--- src/rtl/cordic_pkg.sv ---
// Shared constants for the CORDIC request scheduler: default geometry and FSM state encoding.
package cordic_pkg;

  localparam int DEFAULT_NUM_REQ  = 4;
  localparam int DEFAULT_DATA_W   = 32;
  localparam int DEFAULT_PIPE_LAT = 18;
  localparam int DEFAULT_TAG_W    = $clog2(DEFAULT_NUM_REQ);

  localparam logic [1:0] ST_IDLE  = 2'd0;
  localparam logic [1:0] ST_RUN   = 2'd1;
  localparam logic [1:0] ST_DRAIN = 2'd2;

  // Width of the in-flight counter: enough for every delay-line stage plus the engine-input stage.
  function automatic int inflight_w(input int pipe_lat);
    return $clog2(pipe_lat + 2) + 1;
  endfunction

endpackage

--- src/rtl/rr_arbiter.sv ---
// Combinational round-robin arbiter: the search starts one past ptr and wraps around.
module rr_arbiter
  import cordic_pkg::*;
#(
  parameter int NUM_REQ = DEFAULT_NUM_REQ,
  parameter int TAG_W   = DEFAULT_TAG_W
) (
  input  logic [NUM_REQ-1:0] req,
  input  logic [TAG_W-1:0]   ptr,
  output logic [NUM_REQ-1:0] grant,
  output logic [TAG_W-1:0]   grant_idx,
  output logic               grant_any
);

  always_comb begin
    logic [TAG_W-1:0] idx;
    // NOTE: every output gets a default before the loop so no path leaves a value unassigned,
    // which would otherwise infer a latch.
    grant     = '0;
    grant_idx = '0;
    grant_any = 1'b0;
    idx       = '0;
    for (int i = 1; i <= NUM_REQ; i++) begin
      idx = TAG_W'((int'(ptr) + i) % NUM_REQ);
      if (!grant_any && req[idx]) begin
        grant[idx] = 1'b1;
        grant_idx  = idx;
        grant_any  = 1'b1;
      end
    end
  end

endmodule

--- src/rtl/cordic_req_scheduler.sv ---
// Shares one pipelined cordic_engine between NUM_REQ requesters; a valid/tag delay line stands in
// for the output-valid the engine lacks, and routes each result back to its owner.
module cordic_req_scheduler
  import cordic_pkg::*;
#(
  parameter int NUM_REQ  = DEFAULT_NUM_REQ,
  parameter int DATA_W   = DEFAULT_DATA_W,
  parameter int PIPE_LAT = DEFAULT_PIPE_LAT,
  parameter int TAG_W    = $clog2(NUM_REQ)
) (
  input  logic                      clk,
  input  logic                      rst,
  input  logic                      enable,
  input  logic [NUM_REQ-1:0]        req_valid,
  input  logic [NUM_REQ*DATA_W-1:0] req_angle,
  output logic [NUM_REQ-1:0]        req_ready,
  output logic [DATA_W-1:0]         eng_angle,
  output logic                      eng_valid,
  input  logic [DATA_W-1:0]         eng_sine,
  input  logic [DATA_W-1:0]         eng_cosine,
  output logic [NUM_REQ-1:0]        resp_valid,
  output logic [DATA_W-1:0]         resp_sine,
  output logic [DATA_W-1:0]         resp_cosine,
  output logic                      idle
);

  localparam int CNT_W = inflight_w(PIPE_LAT);

  logic [1:0]                     state_q, state_d;
  logic [TAG_W-1:0]               ptr_q, ptr_d;
  logic [DATA_W-1:0]              eng_angle_q, eng_angle_d;
  logic                           eng_valid_q, eng_valid_d;
  logic [TAG_W-1:0]               eng_tag_q, eng_tag_d;
  logic [PIPE_LAT-1:0]            dl_valid_q, dl_valid_d;
  logic [PIPE_LAT-1:0][TAG_W-1:0] dl_tag_q, dl_tag_d;
  logic [NUM_REQ-1:0]             resp_valid_q, resp_valid_d;
  logic [DATA_W-1:0]              resp_sine_q, resp_sine_d;
  logic [DATA_W-1:0]              resp_cosine_q, resp_cosine_d;
  logic [CNT_W-1:0]               inflight_q, inflight_d;

  logic               grant_en;
  logic [NUM_REQ-1:0] grant;
  logic [TAG_W-1:0]   grant_idx;
  logic               transfer;
  logic               retire;
  logic [TAG_W-1:0]   retire_tag;

  // Grants only while running with enable still high, so a falling enable blocks that cycle's grant.
  assign grant_en = (state_q == ST_RUN) && enable;

  rr_arbiter #(
    .NUM_REQ (NUM_REQ),
    .TAG_W   (TAG_W)
  ) u_arb (
    .req       (req_valid & {NUM_REQ{grant_en}}),
    .ptr       (ptr_q),
    .grant     (grant),
    .grant_idx (grant_idx),
    .grant_any (transfer)
  );

  assign retire     = dl_valid_q[PIPE_LAT-1];
  assign retire_tag = dl_tag_q[PIPE_LAT-1];

  always_comb begin
    state_d       = state_q;
    ptr_d         = ptr_q;
    eng_angle_d   = eng_angle_q;
    eng_tag_d     = eng_tag_q;
    eng_valid_d   = transfer;
    resp_valid_d  = '0;
    resp_sine_d   = resp_sine_q;
    resp_cosine_d = resp_cosine_q;
    inflight_d    = inflight_q;

    case (state_q)
      ST_IDLE:  if (enable) state_d = ST_RUN;
      ST_RUN:   if (!enable) state_d = ST_DRAIN;
      ST_DRAIN: begin
        if (enable)               state_d = ST_RUN;
        else if (inflight_q == '0) state_d = ST_IDLE;
      end
      default:  state_d = ST_IDLE;
    endcase

    if (transfer) begin
      ptr_d       = grant_idx;
      eng_angle_d = req_angle[int'(grant_idx)*DATA_W +: DATA_W];
      eng_tag_d   = grant_idx;
    end

    dl_valid_d = {dl_valid_q[PIPE_LAT-2:0], eng_valid_q};
    dl_tag_d   = {dl_tag_q[PIPE_LAT-2:0], eng_tag_q};

    // The last delay-line stage lines up with the engine outputs being valid.
    if (retire) begin
      resp_valid_d[retire_tag] = 1'b1;
      resp_sine_d              = eng_sine;
      resp_cosine_d            = eng_cosine;
    end

    case ({transfer, retire})
      2'b10:   inflight_d = inflight_q + 1'b1;
      2'b01:   inflight_d = inflight_q - 1'b1;
      default: inflight_d = inflight_q;
    endcase
  end

  always_ff @(posedge clk) begin
    // NOTE: state updates use non-blocking assignments so every flop samples pre-edge values.
    // The delay line is reset too: stale valid bits would emit responses nobody asked for.
    if (rst) begin
      state_q       <= ST_IDLE;
      ptr_q         <= TAG_W'(NUM_REQ - 1);
      eng_angle_q   <= '0;
      eng_valid_q   <= 1'b0;
      eng_tag_q     <= '0;
      dl_valid_q    <= '0;
      dl_tag_q      <= '0;
      resp_valid_q  <= '0;
      resp_sine_q   <= '0;
      resp_cosine_q <= '0;
      inflight_q    <= '0;
    end else begin
      state_q       <= state_d;
      ptr_q         <= ptr_d;
      eng_angle_q   <= eng_angle_d;
      eng_valid_q   <= eng_valid_d;
      eng_tag_q     <= eng_tag_d;
      dl_valid_q    <= dl_valid_d;
      dl_tag_q      <= dl_tag_d;
      resp_valid_q  <= resp_valid_d;
      resp_sine_q   <= resp_sine_d;
      resp_cosine_q <= resp_cosine_d;
      inflight_q    <= inflight_d;
    end
  end

  assign req_ready   = grant;
  assign eng_angle   = eng_angle_q;
  assign eng_valid   = eng_valid_q;
  assign resp_valid  = resp_valid_q;
  assign resp_sine   = resp_sine_q;
  assign resp_cosine = resp_cosine_q;
  assign idle        = (state_q == ST_IDLE) && (inflight_q == '0) && !eng_valid_q;

endmodule
--- config.mk ---
export PLATFORM = sky130hd
export DESIGN_NAME = cordic_req_scheduler
export DESIGN_NICKNAME = d
export VERILOG_FILES = /design/src/rtl/cordic_pkg.sv /design/src/rtl/rr_arbiter.sv /design/src/rtl/cordic_req_scheduler.sv
export SDC_FILE = /design/constraint.sdc
export NUM_CORES = 1
export LEC_CHECK = 0
export BUFFER_PORTS_ARGS = -buffer_cell sky130_fd_sc_hd__buf_2
export CAP_MARGIN = 5
export CORE_ASPECT_RATIO = 2
export CORE_MARGIN = 2
export CORE_UTILIZATION = 40
export CTS_BUF_LIST = sky130_fd_sc_hd__clkbuf_8
export DETAILED_ROUTE_END_ITERATION = 6
export GPL_TIMING_DRIVEN = 0
export PLACE_DENSITY_LB_ADDON = 0.08
export SYNTH_ARGS = -nofsm -noshare
export SYNTH_HDL_FRONTEND = slang
export SYNTH_SLANG_ARGS = --single-unit
--- constraint.sdc ---
create_clock -name clk -period 4 [get_ports clk]
set_input_delay 0.4 -clock clk [delete_from_list [all_inputs] [get_ports clk]]
set_output_delay 0.4 -clock clk [all_outputs]
set_load 0.05 [all_outputs]
==> impl_metrics.env, run 1 <==
export IMPL_status="completed"
export IMPL_pre_cts_ws_ns=0.307
export IMPL_arrival_ns=3.33
export IMPL_fin_setup_tns_ns=0
export IMPL_clk_insertion_delay_late_ns=0.46
export IMPL_synth_commonest_cells="dfxtp_1, nor2_1, mux2i_1"
export IMPL_dpl_cell_area_mm2=0.00910
export IMPL_num_vias=6633
export IMPL_slew_headroom_pct=39.7
export IMPL_end_kind="output pin"
export IMPL_swShare_pct=26.6
export IMPL_final_util_pct=52.4
export IMPL_ctsHoldBuffers=0
export IMPL_portBuffers=301
export IMPL_grt_antenna_before_repair=0
export IMPL_num_fill_cells=1848
export IMPL_ys_top_cells_by_area="dfxtp_1, mux2i_1, nor2_1"
export IMPL_totalPowerFinal_mw=3.28
export IMPL_die_area_mm2=0.0195
export IMPL_vdd_ir_drop_max_uv=209
export IMPL_yosysSeqAreaShare_pct=45.7
export IMPL_setup_ws_ns=0.273
export IMPL_worstReg2RegStart="ptr_q[0]"
export IMPL_wl_mm=20.1
export IMPL_cts_path_max_buffers=2
export IMPL_drcViolationCount=0
export IMPL_grt_pass1_vias=6625
export IMPL_synth_ff_type="dfxtp_1"
export IMPL_yosysTopAreaCellShare_pct=45.7
export IMPL_fin_crit_sh_pct=93.2
export IMPL_whs_path_depth=2
export IMPL_synth_seq_cells=167
export IMPL_cp_start_kind="register"
export IMPL_synthArstFlopShare_pct=0
export IMPL_power_leakage_nw=4.09
export IMPL_r2r_slack_ns=0.35
export IMPL_core_area_mm2=0.0181
export IMPL_synthesis_area_mm2=0.00732
export IMPL_p_int_mw=2.41
export IMPL_synthCells=764
export IMPL_first_pass_iters=5
export IMPL_yosysTopAreaCell="dfxtp_1"
export IMPL_final_hold_violation_count=0
export IMPL_drv_cap=0
export IMPL_p_per_area_mw_per_mm2=346
export IMPL_setup_viol=0
export IMPL_rr_endpoint="eng_angle[20]"
export IMPL_initial_core_util_pct=40.4
export IMPL_synth_edf_count=0
export IMPL_vias_per_cell=5.05
export IMPL_cts_reportedPaths_clkPinSlew_ns=0.08
export IMPL_postCtsSetupRepairBufs=0
export IMPL_grt_overflow_total=0
export IMPL_fmax_ghz=0.268
export IMPL_diodes=0
export IMPL_crit_start="ptr_q[0]"
export IMPL_yosysMostFrequentCell="dfxtp_1"
export IMPL_htree_levels=4
export IMPL_cts_made_buffers=17
export IMPL_grt_use_total_pct=20.5
export IMPL_place_gp_congestion=0.822
export IMPL_finalMaxSlewViolations=0
export IMPL_clock_sinks=167
export IMPL_min_period_ns=3.73
export IMPL_grt_max_degree=17
export IMPL_dp_hpwl_mm=16.0
export IMPL_synth_distinct_cells=47
export IMPL_tritoncts="built"
export IMPL_avgSynthCellArea_um2=9.58
export IMPL_stdcell_area_mm2=0.00950
export IMPL_critPathKind="register to output pin"
export IMPL_clkPwrFrac_pct=36.4
export IMPL_multiInputGateArea_mm2=0.00365
export IMPL_tightest_slew_ns=0.897
export IMPL_power_frac_seq_pct=51.7
export IMPL_drtIter0Drc=189
export IMPL_rsz0062_at_grt="false"
export IMPL_r2r_cells=11
export IMPL_area_delta_synth_final_pct=29.8
export IMPL_drive_gt1_share_pct=33.1
export IMPL_fin_skew_ns=0.0236
export IMPL_final_net_count=1297
export IMPL_cp_max_fo=10
export IMPL_worstPathRequired_ns=3.60
export IMPL_p_comb_share_pct=11.9
export IMPL_wl_per_cell_um=15.3
export IMPL_final_seq_area_mm2=0.00334
export IMPL_placementRows=70
export IMPL_grt_first_pass_wirelength_mm=31.8
export IMPL_hold_end="state_q[1]"
export IMPL_netSwitchingPower_uw=874
export IMPL_hp_start="enable"
export IMPL_hold_class="primary input to register"
export IMPL_ant_nets=0
export IMPL_die_w_um=99.7
export IMPL_die_h_um=195
export IMPL_ys_warnings_count=0
export IMPL_pin_count=305
export IMPL_syn_nets=977
export IMPL_ctsRootBufferMaster="clkbuf_8"
[state kept, by name, indices dropped and copies added (netlist names)]
name and cells:
resp_valid 4, ptr_q 2, dl_tag_d 34, eng_valid 1
dl_valid_q 18, eng_angle 32, eng_tag_q 2, resp_sine 32
retire_tag 2, inflight_q 6, resp_cosine 32, state_q 2
[worst max path at each step]
stage                   endpoint  slack [ns]  cells past startpoint
floorplan           req_ready[3]        0.89                      8
global placement    req_ready[3]        0.37                     10
detailed placement  req_ready[3]        0.31                      9
CTS                 req_ready[3]        0.03                      9
global route        req_ready[1]        0.05                      9
finish              req_ready[3]        0.27                      9
[power by group through the flow]
stage | clock [mW] | combinational (mW) | sequential, mW
2_1_floorplan | 0 | 0.163 | 1.80
3_3_place_gp | 0 | 0.389 | 1.74
3_5_place_dp | 0 | 0.391 | 1.74
4_1_cts | 1.25 | 0.392 | 1.70
5_1_grt | 1.30 | 0.425 | 1.70
6_report | 1.20 | 0.389 | 1.70
[routing by layer]
layer	global-route usage (%)	vias to the layer above	routed length, um
li1	-	3323	-
met1	19.3	3025	7160
met2	40.7	261	11200
met3	5.26	24	1340
met4	7.31	0	398
met5	0	-	0
[worst max-delay path: stages (launching register included)]
cell,delay [ns]
dfxtp_1,0.57
buf_2,0.31
inv_1,0.17
ha_1,0.41
nor3b_1,0.21
a21oi_1,0.08
a2111oi_2,0.57
a222oi_1,0.22
nand2_1,0.09
buf_2,0.26
[kinds of logic after synthesis]
group / after synthesis / synth area share [%]
AOI/OAI and AO/OA: 129 / 13.6
xor gates and xnor gates: 4 / 0.479
adders and majority gates: 14 / 2.49
buffers and inverters: 70 / 4.51
DFF: 167 / 45.7
muxes: 101 / 14.3
and+or+nand+nor: 279 / 19.0
[layout by cell type, fill, tap and decap left out, drive strengths merged, types with 2 or more instances in the layout]
cell type,count
a211o,2
a211oi,36
a21oi,10
a222oi,4
a31oi,2
and3b,2
buf,315
bufinv,2
clkbuf,63
clkinv,5
clkinvlp,3
dfxtp,167
ha,13
inv,15
mux2i,98
mux4,2
nand2,14
nand2b,4
nand3b,3
nor2,150
nor2b,57
nor3,3
nor3b,6
nor4,3
o21ai,34
o31ai,32
or4,33
xnor2,3
[timing repair]
action,in CTS,in global routing
resized for setup,1,1
setup endpoints to repair,4,4
pin swaps,0,0
[per-stage QoR]
stage,hold slack [ns],instances
final,0.169,1313
after global routing,0.145,1313
after CTS,0.136,1313
after detailed placement,0.423,1281
after global placement,0.421,1281
after floorplan,0.414,764
[cell type report]
type                    instances  area share (%)
plain buffers                  59            3.04
clock buffers                  18            2.61
clock inverters                14            1.57
inverters                      11           0.435
multi-input cells             527            38.5
flip-flops and latches        167            35.2
well taps                     216            2.84
repair buffers                301            15.9
No activity file was read; power rests on OpenSTA's default activity.
==> inputs of run 2 (changes only) <==
==> constraint.sdc (replaced) <==
create_clock -name clk -period 4.4 [get_ports clk]
set_input_delay 0.44 -clock clk [delete_from_list [all_inputs] [get_ports clk]]
set_output_delay 0.44 -clock clk [all_outputs]
set_load 0.05 [all_outputs]
==> impl_metrics.env, run 2 (same netlist as run 1, synthesis figures left out) <==
export IMPL_vias_per_cell=5.09
export IMPL_cp_common_cell="buf_2"
export IMPL_r2r_cells=11
export IMPL_vdd_ir_drop_max_uv=190
export IMPL_ctsRootBufferMaster="clkbuf_8"
export IMPL_die_area_mm2=0.0195
export IMPL_place_gp_congestion=0.822
export IMPL_dpl_cell_count=1281
export IMPL_portBuffers=301
export IMPL_power_leakage_nw=4.09
export IMPL_cp_max_fo=10
export IMPL_die_h_um=195
export IMPL_area_delta_synth_final_pct=29.7
export IMPL_pin_count=305
export IMPL_setup_viol=0
export IMPL_grt_antenna_before_repair=0
export IMPL_end_kind="output pin"
export IMPL_htree_levels=4
export IMPL_final_cell_mix="buf_2, dfxtp_1, nor2_1"
export IMPL_critPathKind="register to output pin"
export IMPL_num_fill_cells=1848
export IMPL_tritoncts="built"
export IMPL_arrival_ns=3.56
export IMPL_drive_gt1_share_pct=33.0
export IMPL_grt_use_total_pct=20.5
export IMPL_fmax_ghz=0.250
export IMPL_hold_class="primary input to register"
export IMPL_clock_sinks=167
export IMPL_r2r_slack_ns=0.78
export IMPL_grt_pass1_vias=6625
export IMPL_slowest_stage="a2111oi_1"
export IMPL_fin_skew_ns=0.0218
export IMPL_drv_cap=0
export IMPL_die_w_um=99.7
export IMPL_num_vias=6683
export IMPL_cp_start_kind="register"
export IMPL_multiInputGateArea_mm2=0.00365
export IMPL_drcViolationCount=0
export IMPL_rr_endpoint="eng_angle[20]"
export IMPL_finalMaxSlewViolations=0
export IMPL_diodes=0
export IMPL_crit_start="ptr_q[0]"
export IMPL_worstReg2RegStart="ptr_q[0]"
export IMPL_final_cell_count_no_fill=1313
export IMPL_ant_nets=0
export IMPL_final_util_pct=52.4
export IMPL_cp_slowest_stage_delay_ns=0.78
export IMPL_fin_setup_tns_ns=0
export IMPL_postCtsSetupRepairBufs=0
export IMPL_first_pass_iters=6
export IMPL_final_hold_violation_count=0
export IMPL_grt_first_pass_wirelength_mm=31.8
export IMPL_wl_per_cell_um=15.4
export IMPL_hold_slack_ns=0.210
export IMPL_grt_max_degree=17
export IMPL_status="completed"
export IMPL_dpl_cell_area_mm2=0.00910
export IMPL_dp_hpwl_mm=16.0
export IMPL_cts_path_max_buffers=2
export IMPL_fin_crit_sh_pct=90.9
export IMPL_endpoint="req_ready[3]"
export IMPL_grt_overflow_total=0
export IMPL_p_per_area_mw_per_mm2=314
export IMPL_largest_reg_flops=34
export IMPL_worstPathRequired_ns=3.96
export IMPL_cts_made_buffers=17
export IMPL_drtIter0Drc=194
export IMPL_final_net_count=1297
export IMPL_placementRows=70
export IMPL_cts_reportedPaths_clkPinSlew_ns=0.08
export IMPL_core_area_mm2=0.0181
export IMPL_slew_headroom_pct=39.3
export IMPL_stdcell_area_mm2=0.00950
export IMPL_min_period_ns=4.00
export IMPL_final_common_cell="buf_2"
export IMPL_final_seq_area_mm2=0.00334
export IMPL_initial_core_util_pct=40.4
export IMPL_rsz0062_at_grt="false"
export IMPL_tightest_slew_ns=0.904
export IMPL_clk_insertion_delay_late_ns=0.45
export IMPL_wl_mm=20.2
export IMPL_path_cells="buf_2 -> inv_1 -> ha_1 -> nor3b_1 -> a21oi_1 -> a2111oi_1 -> a222oi_1 -> nand2_1 -> buf_2"
==> run 2: changes by cell type in the layout (fill, tap and decap cells not counted) <==
| cell | before | now |
|---|---|---|
| a2111oi_1 | 0 | 1 |
| a2111oi_2 | 1 | 0 |
==> run 2: cell type report <==
| type | instances | share of cell area [%] |
|---|---|---|
| Sequential cell | 167 | 35.2 |
| Inverter | 11 | 0.435 |
| Timing Repair Buffer | 301 | 15.9 |
| Multi-Input combinational cell | 527 | 38.4 |
| Tap cell | 216 | 2.85 |
| Buffer | 59 | 3.04 |
| Clock inverter | 14 | 1.57 |
| Clock buffer | 18 | 2.61 |
==> run 2: power by group <==
| group | internal (mW) | switching [mW] | total (mW) |
|---|---|---|---|
| logic | 0.138 | 0.216 | 0.354 |
| clock network | 0.523 | 0.563 | 1.09 |
| registers | 1.53 | 0.0143 | 1.54 |
| total | 2.19 | 0.794 | 2.98 |
==> run 2: worst min path at each step <==
stage / from / end / slack (ns) / depth (start not counted)
after floorplan: dl_tag_d[8] / dl_tag_d[10] / 0.41 / 1
after global placement: dl_tag_d[34] / retire_tag[0] / 0.42 / 1
after detailed placement: dl_tag_d[15] / dl_tag_d[17] / 0.42 / 1
after CTS: enable / state_q[1] / 0.18 / 2
after global routing: enable / state_q[1] / 0.18 / 2
final: enable / state_q[1] / 0.21 / 2
==> run 2: metal layers <==
layer  GRT usage [%]  part of all wire, %  vias up
met2            40.7                   56      284
met3            5.26                  7.0       31
met1            19.3                   35     3043
met5               0                    0        -
li1                -                    -     3325
met4            7.31                  2.1        0
==> run 2: through the flow <==
stage | setup WS (ns) | total power, mW
finish | 0.401 | 2.98
global route | 0.167 | 3.12
detailed placement | 0.667 | 1.93
floorplan | 1.25 | 1.78
global placement | 0.735 | 1.93
CTS | 0.181 | 3.03
==> run 2: critical path: cells and delay by family (launching register included) <==
| family | cells | cell delay (ns) |
|---|---|---|
| buffers and inverters | 3 | 0.72 |
| AO/OA/AOI/OAI | 3 | 1.11 |
| AND/OR/NAND/NOR | 2 | 0.31 |
| flip-flops | 1 | 0.57 |
| adder cells (fa/ha/maj) | 1 | 0.40 |
==> run 2: what timing repair did <==
item	in CTS	in global routing
endpoints found under the setup margin	0	4
hold buffers	0	0
gates resized for setup	0	1
==> inputs of run 3 (changes only) <==
--- a/config.mk
+++ b/config.mk
@@ -10,7 +10,7 @@
 export CORE_ASPECT_RATIO = 2
 export CORE_MARGIN = 2
 export CORE_UTILIZATION = 40
-export CTS_BUF_LIST = sky130_fd_sc_hd__clkbuf_8
+export CTS_BUF_LIST = sky130_fd_sc_hd__clkbuf_16
 export DETAILED_ROUTE_END_ITERATION = 6
 export GPL_TIMING_DRIVEN = 0
 export PLACE_DENSITY_LB_ADDON = 0.08
==> impl_metrics.env, run 3 (same netlist as run 1, synthesis figures left out) <==
export IMPL_status="completed"
export IMPL_setup_ws_ns=0.453
export IMPL_hp_start="enable"
export IMPL_grt_use_total_pct=20.5
export IMPL_dp_hpwl_mm=16.0
export IMPL_core_area_mm2=0.0181
export IMPL_final_hold_violation_count=0
export IMPL_wl_mm=20.1
export IMPL_hold_slack_ns=0.238
export IMPL_grt_max_degree=17
export IMPL_r2r_slack_ns=0.79
export IMPL_critPathKind="register to output pin"
export IMPL_pin_count=305
export IMPL_setup_viol=0
export IMPL_drv_cap=0
export IMPL_slew_headroom_pct=39.8
export IMPL_final_common_cell="buf_2"
export IMPL_pre_cts_ws_ns=0.667
export IMPL_grt_pass1_vias=6629
export IMPL_p_per_area_mw_per_mm2=346
export IMPL_fin_crit_sh_pct=89.7
export IMPL_cts_made_buffers=17
export IMPL_placementRows=70
export IMPL_cp_max_fo=10
export IMPL_rsz0062_at_grt="false"
export IMPL_fin_setup_tns_ns=0
export IMPL_r2r_cells=11
export IMPL_whs_path_depth=2
export IMPL_num_vias=6615
export IMPL_min_period_ns=3.95
export IMPL_htree_levels=4
export IMPL_drcViolationCount=0
export IMPL_diodes=0
export IMPL_clk_insertion_delay_late_ns=0.42
export IMPL_totalPowerFinal_mw=3.34
export IMPL_rr_endpoint="eng_angle[20]"
export IMPL_fmax_ghz=0.253
export IMPL_worstReg2RegStart="ptr_q[0]"
export IMPL_vias_per_cell=5.04
export IMPL_postCtsSetupRepairBufs=0
export IMPL_worstPathRequired_ns=3.96
export IMPL_tightest_slew_ns=0.897
export IMPL_drtIter0Drc=181
export IMPL_cp_start_kind="register"
export IMPL_die_w_um=99.7
export IMPL_grt_first_pass_wirelength_mm=31.9
export IMPL_die_h_um=195
export IMPL_hold_class="primary input to register"
export IMPL_arrival_ns=3.51
export IMPL_place_gp_congestion=0.822
export IMPL_ant_nets=0
export IMPL_ctsHoldBuffers=0
export IMPL_largest_reg_flops=34
export IMPL_first_pass_iters=5
export IMPL_vdd_ir_drop_max_uv=244
export IMPL_fin_skew_ns=0.0132
export IMPL_finalMaxSlewViolations=0
export IMPL_wl_per_cell_um=15.3
export IMPL_end_kind="output pin"
export IMPL_cts_reportedPaths_clkPinSlew_ns=0.06
export IMPL_ctsRootBufferMaster="clkbuf_16"
export IMPL_cts_resized=0
export IMPL_final_cell_mix="buf_2, dfxtp_1, nor2_1"
export IMPL_clock_sinks=167
export IMPL_hold_end="state_q[1]"
export IMPL_die_area_mm2=0.0195
export IMPL_power_leakage_nw=4.17
export IMPL_area_delta_synth_final_pct=32.2
export IMPL_final_net_count=1297
export IMPL_drive_gt1_share_pct=32.9
export IMPL_grt_overflow_total=0
export IMPL_portBuffers=301
export IMPL_grt_antenna_before_repair=0
export IMPL_tritoncts="built"
export IMPL_initial_core_util_pct=40.4
export IMPL_cts_path_max_buffers=2
run 3: changes by cell type in the layout (fill, tap and decap cells not counted):
cell,before,now
clkbuf_16,0,17
clkbuf_8,18,0
clkinv_1,0,1
run 3: through the flow:
stage	instance area [um2]	util (%)	cells
detailed placement	9100	50.2	1281
finish	9680	53.4	1313
global route	9680	53.4	1313
floorplan	7320	-	764
global placement	9100	50.2	1281
CTS	9680	53.4	1313
run 3: final cells by class:
| class | instances | area (um2) |
|---|---|---|
| fillers | 1818 | 8450 |
| multi-input cells | 527 | 3650 |
| flip-flops and latches | 167 | 3340 |
| repair buffers | 301 | 1510 |
| clock buffers | 17 | 425 |
| plain buffers | 59 | 289 |
| well taps | 216 | 270 |
| clock inverters | 15 | 153 |
| inverters | 11 | 41.3 |
run 3: how the worst max path moves through the flow:
| stage | startpoint | to | cells past startpoint | slack [ns] |
|---|---|---|---|---|
| global placement | ptr_q[0] | req_ready[3] | 10 | 0.73 |
| floorplan | ptr_q[0] | req_ready[3] | 8 | 1.25 |
| detailed placement | ptr_q[0] | req_ready[3] | 9 | 0.67 |
| CTS | ptr_q[0] | req_ready[3] | 9 | 0.23 |
| finish | ptr_q[0] | req_ready[3] | 9 | 0.45 |
| global route | ptr_q[0] | req_ready[3] | 10 | 0.22 |
run 3: routing by layer:
metal  track usage [%]  vias to the layer above  part of all wire [%]
met5                 0                        -                     0
met4              7.26                        0                   1.6
met3              5.48                       22                   6.4
met2              40.8                      249                    56
met1              19.3                     3014                    36
li1                  -                     3330                     -
run 3: report_power, final:
group / switching [mW] / internal (mW)
combinational: 0.215 / 0.138
clock: 0.608 / 0.837
sequential: 0.0144 / 1.53
total: 0.838 / 2.51
run 3: worst max-delay path, cell delays in order (launching register included):
cell and delay [ns]:
dfxtp_1 0.56, buf_2 0.30, inv_1 0.17, ha_1 0.40, nor3b_1 0.21, a21oi_1 0.06
a2111oi_1 0.77, a222oi_1 0.26, nand2_1 0.10, buf_2 0.26
